--- config.mk ---
export PLATFORM = sky130hd
export DESIGN_NAME = wide_add_seq
export DESIGN_NICKNAME = d
export VERILOG_FILES = /design/src/rtl/wide_add_seq.sv
export SDC_FILE = /design/constraint.sdc
export NUM_CORES = 1
export LEC_CHECK = 0
export ABC_CLOCK_PERIOD_IN_PS = 4600
export BUFFER_PORTS_ARGS = -buffer_cell sky130_fd_sc_hd__buf_2
export CORE_ASPECT_RATIO = 0.7
export CORE_MARGIN = 3
export CORE_UTILIZATION = 29
export CTS_CLUSTER_DIAMETER = 120
export DETAILED_ROUTE_END_ITERATION = 10
export HOLD_SLACK_MARGIN = 0.1
export PLACE_DENSITY = 0.55
export SLEW_MARGIN = 20
export SYNTH_ARGS = -nofsm -noshare
export SYNTH_HDL_FRONTEND = slang
export SYNTH_SLANG_ARGS = --single-unit
export TNS_END_PERCENT = 20
--- constraint.sdc ---
create_clock -name clk -period 4.6 [get_ports clk]
set_clock_uncertainty 0.1 [all_clocks]
set_input_delay 0 -clock clk [delete_from_list [all_inputs] [get_ports clk]]
set_output_delay 0 -clock clk [all_outputs]
set_load 0.01 [all_outputs]
--- src/rtl/wide_add_seq.sv ---
// Multi-word add/subtract sequencer: drives one external 16-bit adder slice for WORDS
// cycles, LSW first, carry chained through a register. Optional: WIDE_ADD_SEQ_OVF_EN.
module wide_add_seq #(
  parameter int WORDS = 4
) (
  input  logic                  clk,
  input  logic                  rst_n,
  input  logic                  in_valid,
  output logic                  in_ready,
  input  logic [16*WORDS-1:0]   in_a,
  input  logic [16*WORDS-1:0]   in_b,
  input  logic                  in_cin,
  input  logic                  in_sub,
  output logic [15:0]           add_x,
  output logic [15:0]           add_y,
  output logic                  add_cin,
  input  logic [15:0]           add_sum,
  input  logic                  add_cout,
  output logic                  out_valid,
  input  logic                  out_ready,
  output logic [16*WORDS-1:0]   out_sum,
  output logic                  out_cout,
  output logic                  busy,
  output logic [1:0]            dbg_state
`ifdef WIDE_ADD_SEQ_OVF_EN
  ,
  output logic                  out_ovf
`endif
);

  // Handshakes: a transfer happens on a rising edge where valid && ready are both high;
  // valid never depends on ready, and ready is a pure function of the FSM state.

  localparam int W  = 16 * WORDS;
  localparam int IW = $clog2(WORDS);

  typedef enum logic [1:0] {
    IDLE = 2'd0,
    RUN  = 2'd1,
    DONE = 2'd2
  } state_e;

  state_e          state_q, state_d;
  logic [IW-1:0]   idx_q;
  logic            carry_q;
  logic [W-1:0]    a_q, b_q, sum_q, sum_d;
  logic [W-1:0]    out_sum_q;
  logic            out_cout_q;
  logic            accept;
  logic            last_word;

  assign accept    = in_valid && (state_q == IDLE);
  assign last_word = (idx_q == IW'(WORDS - 1));

  always_ff @(posedge clk) begin
    if (!rst_n) state_q <= IDLE;
    else        state_q <= state_d;
  end

  always_comb begin
    state_d = state_q;
    case (state_q)
      IDLE:    if (in_valid)  state_d = RUN;
      RUN:     if (last_word) state_d = DONE;
      DONE:    if (out_ready) state_d = IDLE;
      default:                state_d = IDLE;
    endcase
  end

  always_comb begin
    in_ready  = (state_q == IDLE);
    out_valid = (state_q == DONE);
    busy      = (state_q != IDLE);
    dbg_state = state_q;
    add_x     = 16'd0;
    add_y     = 16'd0;
    add_cin   = 1'b0;
    if (state_q == RUN) begin
      add_x   = a_q[{idx_q, 4'b0000} +: 16];
      add_y   = b_q[{idx_q, 4'b0000} +: 16];
      add_cin = carry_q;
    end
  end

  // Working sum with the current slice result merged in; the final word is taken
  // from here so the published result updates in one step on entry to DONE.
  always_comb begin
    sum_d = sum_q;
    if (state_q == RUN) sum_d[{idx_q, 4'b0000} +: 16] = add_sum;
  end

`ifdef WIDE_ADD_SEQ_OVF_EN
  logic ovf_q;
  always_ff @(posedge clk) begin
    if (!rst_n)                        ovf_q <= 1'b0;
    else if (state_q == RUN && last_word)
      ovf_q <= (add_x[15] ^ add_y[15] ^ add_sum[15]) ^ add_cout;
  end
  assign out_ovf = ovf_q;
`endif

  always_ff @(posedge clk) begin
    if (!rst_n) begin
      idx_q      <= '0;
      carry_q    <= 1'b0;
      a_q        <= '0;
      b_q        <= '0;
      sum_q      <= '0;
      out_sum_q  <= '0;
      out_cout_q <= 1'b0;
    end else begin
      case (state_q)
        IDLE: begin
          if (accept) begin
            a_q     <= in_a;
            b_q     <= in_sub ? ~in_b : in_b;
            carry_q <= in_sub ? 1'b1 : in_cin;
            idx_q   <= '0;
          end
        end
        RUN: begin
          sum_q   <= sum_d;
          carry_q <= add_cout;
          if (last_word) begin
            out_sum_q  <= sum_d;
            out_cout_q <= add_cout;
          end else begin
            idx_q <= idx_q + IW'(1);
          end
        end
        default: ;
      endcase
    end
  end

  assign out_sum  = out_sum_q;
  assign out_cout = out_cout_q;

endmodule

Word level (Yosys, flattened, before mapping)
Cells that the tools add are included.
Storage, ports and cells
  register bits after elaboration: 262
  output and inout bits: 103
  word-level logic and storage cells: 47
Operators by class
  add/sub/neg operators: 2
  equal/unequal tests: 8
  shifts and indexed selects: 4
  multiplexer cells: 15
  bitwise gates (word level): 1
  reductions and logical operators: 9
Operators by type and width (number)
  indexed part select 64 x 7 -> 16 bit: 2
  bitwise mux 64 bit: 1
  two-way mux 64 bit: 1
  NOT 64 bit: 1
  variable shift 16 x 8 -> 64 bit (first input constant): 1
  indexed part select 16 x 8 -> 64 bit: 1
  two-way mux 16 bit: 2
  two-way mux 2 bit: 5
  negator 6 -> 8 bit: 1
  != test 2 bit (second input constant): 3
  case mux 2 bit (3 select lines): 1
  AND reduction 2 bit: 3
  AND reduction 3 bit: 2
  == test 2 bit (second input constant): 2
  != test 2 x 1 -> 1 bit (second input constant): 2
  case mux 2 bit (2 select lines): 1
  nonzero test 2 bit: 2
  two-way mux 1 bit: 3
  adder 2 x 1 -> 2 bit (second input constant): 1
  == test 2 x 1 -> 1 bit (second input constant): 1
  logical NOT 2 bit: 1
  case mux 1 bit (2 select lines): 1
  logical AND 1 bit: 1

Logic depth before layout (Yosys ltp)
Gate-level depths: netlist of run 1.
  depth in word-level cells: 4
  mapped depth: 10

Least setup slack after synthesis of run 1
Ideal clock, no wire load.
  path kind: flip-flop to flip-flop
  start: register idx_q[0]
  end: register sum_q[22]
  library setup time: 0.073 ns
  data arrival time: 2.329 ns
  data required time: 4.427 ns
  setup slack: 2.098 ns
  cell stages (with the launch flop): 11
  clock period less this slack: 2.502 ns
  cell sequence: dfxtp_1 > buf_6 > buf_2 > buf_2 > inv_1 > ha_1 > buf_6 > nor3b_4 > nand4_4 > buf_6 > o22ai_2
Between the ends
  word-level cells in the longest chain between the ends: 3
RTL lines
  start: declaration: line 44  | logic [IW-1:0] idx_q;
  start signal: assignment: line 128  | idx_q <= idx_q + IW'(1);
  negator 6 -> 8 bit (*): line 89  | if (state_q == RUN) sum_d[{idx_q, 4'b0000} +: 16] = add_sum;
  indexed part select 16 x 8 -> 64 bit or variable shift 16 x 8 -> 64 bit (tied branches): line 89
  bitwise mux 64 bit (*): line 89
  end signal: assignment: line 122  | sum_q <= sum_d;
  end: declaration: line 46  | logic [W-1:0] a_q, b_q, sum_q, sum_d;
Every way passes the cells marked *; elsewhere a longest branch is shown, timed or not.
A chain may end at the register's enable or synchronous reset.

Worst setup path in the final report of run 1
  start: register idx_q[0]
  end: register out_sum_q[41], in the netlist out_sum[41]
Between the ends
  word-level cells in the longest chain between the ends: 3
RTL lines
  negator 6 -> 8 bit: line 89
  indexed part select 16 x 8 -> 64 bit or variable shift 16 x 8 -> 64 bit (tied branches): line 89
  bitwise mux 64 bit: line 89
  end signal: assignment: line 125  | out_sum_q <= sum_d;
  end: declaration: line 47  | logic [W-1:0] out_sum_q;
Several ways; a longest one is shown, not always the timed one.

==> results.json, run 1 <==
{
  "wl_mm": 34.2,
  "fin_util_pct": 41.2,
  "yosys.area.top_type_share_pct": 44.2,
  "rsz0062_at_grt": "false",
  "cts_buffers": 25,
  "dp_hpwl_mm": 21.6,
  "initial_utilization_pct": 29.7,
  "synth-main-ff-cell": "dfxtp_1",
  "die_y_um": 170,
  "synth_cell_type_count": 45,
  "syn_inst": 1196,
  "ys_seq_area_share_pct": 44.2,
  "dieArea_um2": 40900,
  "holdWs_ns": 0.170,
  "dpl_cell_area_um2": 12700,
  "fmax_ghz": 0.299,
  "clockBufferDepth": 3,
  "place_ws_ns": 1.55,
  "grt_pass1_vias": 9963,
  "vias": 10000,
  "power_mw": 5.19,
  "clkLatencyLatePin_ns": 0.53,
  "cts_tree": "done",
  "num_rows": 59,
  "setup_ws_ns": 1.25,
  "synth_area_per_cell_um2": 9.32,
  "fin_cells": 2074,
  "maxSlewViolCount": 0,
  "final_area_um2": 15500,
  "cts_root_buf": "clkbuf_16",
  "worst_ep_arrival_time_ns": 3.73,
  "worst-slew-pin-transition_ns": 1.03,
  "slew_headroom_pct": 31.3,
  "grt_util_all_layers_pct": 16.4,
  "maxCapViolations": 0,
  "cts_htree_levels": 1,
  "avgViaCountPerCell": 4.84,
  "areaGrowthSynthToFinish_pct": 38.8,
  "die_w_um": 240,
  "io_buffers": 253,
  "endpoint_kind": "flop",
  "synth_area_leaders": "dfxtp_1 44%, nand2_1 8.7%, mux4_2 5.9%, o211a_1 5.7%, xnor2_1 5.0%",
  "detail_route.iter0.violations": 584,
  "syn_nets": 1352,
  "p_leak_nw": 6.71,
  "min_period_ns": 3.35,
  "yosysWarnings": 0,
  "status": "finished, final reports clean",
  "drive_gt1_share_pct": 23.4,
  "synth-edff-count": 0,
  "async_flop_share_pct": 0,
  "ys_ff_latch": 246,
  "hold_viol": 0,
  "finalCritPeriodShare_pct": 72.8,
  "crit_fanout": 65,
  "yosysTopAreaCell": "dfxtp_1",
  "syn-cell-area_um2": 11200,
  "clk_pin_slew_ns": 0.06,
  "crit_type": "reg -> reg",
  "antenna_found_initial": 0,
  "grt_pass1_wl_mm": 54.3,
  "fin_tns_setup_ns": 0,
  "setup_viol": 0,
  "p_per_area_nw_per_um2": 335,
  "drtPass1Iterations": 5,
  "fin_nets": 1723,
  "peakVddDrop_v": 0.000208,
  "routabilityCongestion": 0.789,
  "clock_sinks": 246,
  "overflow": 0,
  "io_pins": 254,
  "ant_nets": 0,
  "worstPathRequired_ns": 4.98,
  "hp-class": "in -> reg",
  "num-fill-cells": 3692,
  "cts_setup_buffers": 0,
  "wl_per_cell_um": 16.5,
  "core_area_um2": 37600,
  "diodes": 0,
  "dp.cells": 1837,
  "worstSetupStartpointType": "flop",
  "route.detailed.drc": 0,
  "grt_max_degree": 137
}
[sequential cells by signal, summed over array words and instances, names as in the netlist]
register,flops
a_q,64
b_q,64
carry_q,1
dbg_state,2
idx_q,2
out_cout,1
out_sum,64
sum_q,48
[where the power goes]
| part | total (mW) | switching, mW | internal (mW) | leakage (nW) |
|---|---|---|---|---|
| Sequential | 2.27 | 0.0491 | 2.22 | 2.01 |
| Combinational | 0.736 | 0.361 | 0.375 | 4.26 |
| Clock | 2.18 | 0.882 | 1.30 | 0.449 |
[layer usage]
metal | wire length, um | up-vias | GRT usage, %
met4 | 822 | 0 | 4.54
met1 | 15700 | 4801 | 21.5
li1 | - | 4946 | -
met2 | 15800 | 242 | 27.6
met5 | 0 | - | 0
met3 | 1840 | 43 | 3.26
[what timing repair did]
item	CTS	global route
endpoints found under the hold margin	246	0
resized for setup	0	0
endpoints found under the setup margin	0	0
hold buffers	191	0
[cell usage after synthesis (2+ instances only)]
library cell,n
nand2_1,259
dfxtp_1,246
o211a_1,64
xnor2_1,64
buf_2,54
a21boi_0,53
clkbuf_1,51
o21ai_0,51
o22ai_1,38
nor2b_1,37
and2_1,34
nand2b_1,33
nand4_1,33
a21oi_1,32
a31oi_1,32
mux4_2,29
a32oi_1,16
a21boi_1,11
o22ai_2,10
buf_6,6
buf_1,5
ha_1,5
inv_1,5
buf_4,4
mux4_1,3
mux2i_1,2
[path summary, 6_finish.rpt]
check | start | endpoint | slack (ns) | depth (start not counted)
worst min-delay path | in_a[43] | a_q[43] | 0.17 | 4
worst min register to register | a_q[51] | a_q[51] | 0.35 | 2
worst max register to register | idx_q[0] | out_sum[41] | 1.25 | 7
worst max-delay path | idx_q[0] | out_sum[41] | 1.25 | 7
[cells by family after synthesis]
family | count (synthesis) | synth area share (%)
compound gates | 311 | 20.4
mux | 34 | 6.74
fa+ha+maj | 5 | 0.561
flops | 246 | 44.2
buf+inv | 126 | 5.40
xor+xnor | 64 | 5.03
simple gates | 410 | 17.7
[area by class of cell]
type / count / area (um^2) / area share [%]
multi-input combinational: 824 / 5660 / 36.6
sequential: 246 / 4930 / 31.8
timing repair buffer: 465 / 3370 / 21.8
clock buffer: 38 / 795 / 5.13
tap: 488 / 611 / 3.95
clock inverter: 8 / 97.6 / 0.631
inverter: 5 / 18.8 / 0.121
[cells in the final DEF (no fill, tap or decap), types with 3 or more instances in the layout]
cell           count
nand2_1          259
clkinv_2           4
nor2b_1           36
a21boi_0          53
dlygate4sd3_1    191
o22ai_2           10
inv_1              5
dfxtp_1          244
a32oi_1           16
xnor2_1           64
ha_1               5
o21ai_0           51
o22ai_1           38
a21boi_1          11
mux4_2            29
o211a_1           64
buf_2            251
a31oi_1           32
clkbuf_16         25
nand4_1           33
a21oi_1           32
clkbuf_8          12
buf_4             20
and2_1            34
nand2b_1          33
mux4_1             3
[worst max-delay path, cell delays in order, from the launching register on]
cell and delay [ns]:
dfxtp_2 0.32, buf_4 0.61, ha_1 0.32, and3b_4 0.71, buf_12 0.30, o21ai_0 0.13, a31oi_1 0.21, dlygate4sd3_1 0.56
No activity file was read; power rests on OpenSTA's default activity.
==> run 2: changes to the inputs <==
ABC_CLOCK_PERIOD_IN_PS = 3400   (was 4600)
clock period = 3.4 ns   (was 4.6 ns; I/O delays follow)
==> results.json, run 2 (synthesized netlist as in run 1, its figures left out) <==
{
  "rsz0062_at_grt": "false",
  "cts_root_buf": "clkbuf_16",
  "worstSetupStartpointType": "flop",
  "power_mw": 6.73,
  "avgViaCountPerCell": 4.85,
  "grt_util_all_layers_pct": 16.2,
  "wl_mm": 34.3,
  "cts_htree_levels": 1,
  "final_cell_mix": "259 x nand2_1, 251 x buf_2, 244 x dfxtp_1",
  "cp-startpoint": "idx_q[1]",
  "dp_hpwl_mm": 22.0,
  "maxSlewViolCount": 0,
  "route.detailed.drc": 0,
  "worst_ep_arrival_time_ns": 3.21,
  "p_per_area_nw_per_um2": 448,
  "grt_max_degree": 139,
  "endpoint_kind": "flop",
  "die_y_um": 170,
  "crit_chain": "buf_4 -> ha_1 -> and3b_4 -> buf_4 -> o21ai_0 -> a31oi_1 -> dlygate4sd3_1",
  "dp.cells": 1839,
  "crit_fanout": 34,
  "grt_pass1_wl_mm": 53.7,
  "num-fill-cells": 3722,
  "clkLatencyLatePin_ns": 0.57,
  "core_area_um2": 37600,
  "r2r-end": "out_sum[40]",
  "swShare_pct": 26.2,
  "r2r_setup_slack_ns": 0.60,
  "status": "finished, final reports clean",
  "dieArea_um2": 40900,
  "clockBufferDepth": 3,
  "detail_route.iter0.violations": 579,
  "drive_gt1_share_pct": 23.6,
  "peakVddDrop_v": 0.000353,
  "slowest_stage": "dlygate4sd3_1",
  "worstPathRequired_ns": 3.81,
  "fin_tns_setup_ns": 0,
  "fin_util_pct": 40.0,
  "power_frac_comb_pct": 14.4,
  "multi_input_area_um2": 5660,
  "initial_utilization_pct": 29.7,
  "grt_pass1_vias": 9823,
  "areaGrowthSynthToFinish_pct": 34.8,
  "fin_cells": 2037,
  "whs_path_depth": 4,
  "cts_tree": "done",
  "io_pins": 254,
  "overflow": 0,
  "wl_per_cell_um": 16.8,
  "vias": 9875,
  "antenna_found_initial": 0,
  "io_buffers": 253,
  "routabilityCongestion": 0.750,
  "p_int_mw": 4.97,
  "slew_headroom_pct": 30.0,
  "diodes": 0,
  "worst-slew-pin-transition_ns": 1.05,
  "crit_type": "reg -> reg",
  "maxCapViolations": 0,
  "hp-class": "in -> reg",
  "fin_nets": 1690,
  "hold_viol": 0,
  "die_w_um": 240,
  "fmax_ghz": 0.357,
  "num_rows": 59,
  "worstSetupEndpoint": "out_sum[40]",
  "finalCritPeriodShare_pct": 82.5,
  "cts_setup_buffers": 0,
  "seqPwrFrac_pct": 45.6,
  "cpMostUsedCell": "buf_4",
  "min_period_ns": 2.80,
  "ant_nets": 0,
  "p_leak_nw": 6.50,
  "clk_pin_slew_ns": 0.06,
  "reg2reg_depth": 7,
  "seqCellArea_um2": 4930,
  "setup_viol": 0,
  "cts_buffers": 26,
  "clockPowerShare_pct": 40.0,
  "clock_sinks": 246,
  "critPathMaxStageDelay_ns": 0.57,
  "final_common_cell": "nand2_1",
  "p_sw_mw": 1.77,
  "r2r_start": "idx_q[1]",
  "drtPass1Iterations": 4
}
==> run 2: how the worst min path moves through the flow <==
stage	start	end
finish	in_a[8]	a_q[8]
global placement	in_a[36]	a_q[36]
floorplan	in_a[34]	a_q[34]
global route	in_a[4]	a_q[4]
detailed placement	in_a[52]	a_q[52]
CTS	in_a[40]	a_q[40]
==> run 2: area by class of cell <==
class                   count  share of cell area (%)
repair buffers            431                    20.1
multi-input cells         824                    37.6
inverters                   5                   0.125
flip-flops and latches    246                    32.8
clock inverters             9                   0.541
well taps                 488                    4.06
clock buffers              34                    4.73
==> run 2: through the flow <==
stage | worst slack, ns | hold slack [ns] | cell area (um^2)
finish | 0.597 | 0.170 | 15000
global route | 0.374 | 0.166 | 15000
CTS | 0.574 | 0.125 | 15000
detailed placement | 0.963 | 0.151 | 12700
global placement | 1.08 | 0.154 | 12700
floorplan | 0.898 | 0.0348 | 11200
==> run 2: worst max-delay path, delay by kind of cell, from the launching register on <==
kind	cells	cell delay, ns
adder cells (fa/ha/maj)	1	0.28
flip-flops	1	0.36
AND/OR/NAND/NOR	1	0.50
buffers and inverters	3	1.20
AO/OA/AOI/OAI	2	0.28
==> run 2: routing by layer <==
metal,share of wire (%),up-vias,wire length [um],GRT usage (%)
met5,0,-,0,0
met4,2.3,0,786,3.92
met3,4.6,46,1580,3.08
met2,47,216,16100,27.1
met1,46,4754,15900,21.5
li1,-,4859,-,-
==> run 2: power by group through the flow <==
stage / clock [mW] / combinational (mW) / sequential (mW)
finish: 2.69 / 0.969 / 3.07
CTS: 2.79 / 0.977 / 3.07
detailed placement: 0 / 0.838 / 3.14
global placement: 0 / 0.828 / 3.13
global route: 2.91 / 1.06 / 3.09
floorplan: 0 / 0.573 / 3.11
==> run 2: what timing repair did <==
| action | in CTS | in global routing |
|---|---|---|
| endpoints found under the hold margin | 246 | 0 |
| gates resized for setup | 0 | 0 |
| hold buffers | 155 | 0 |
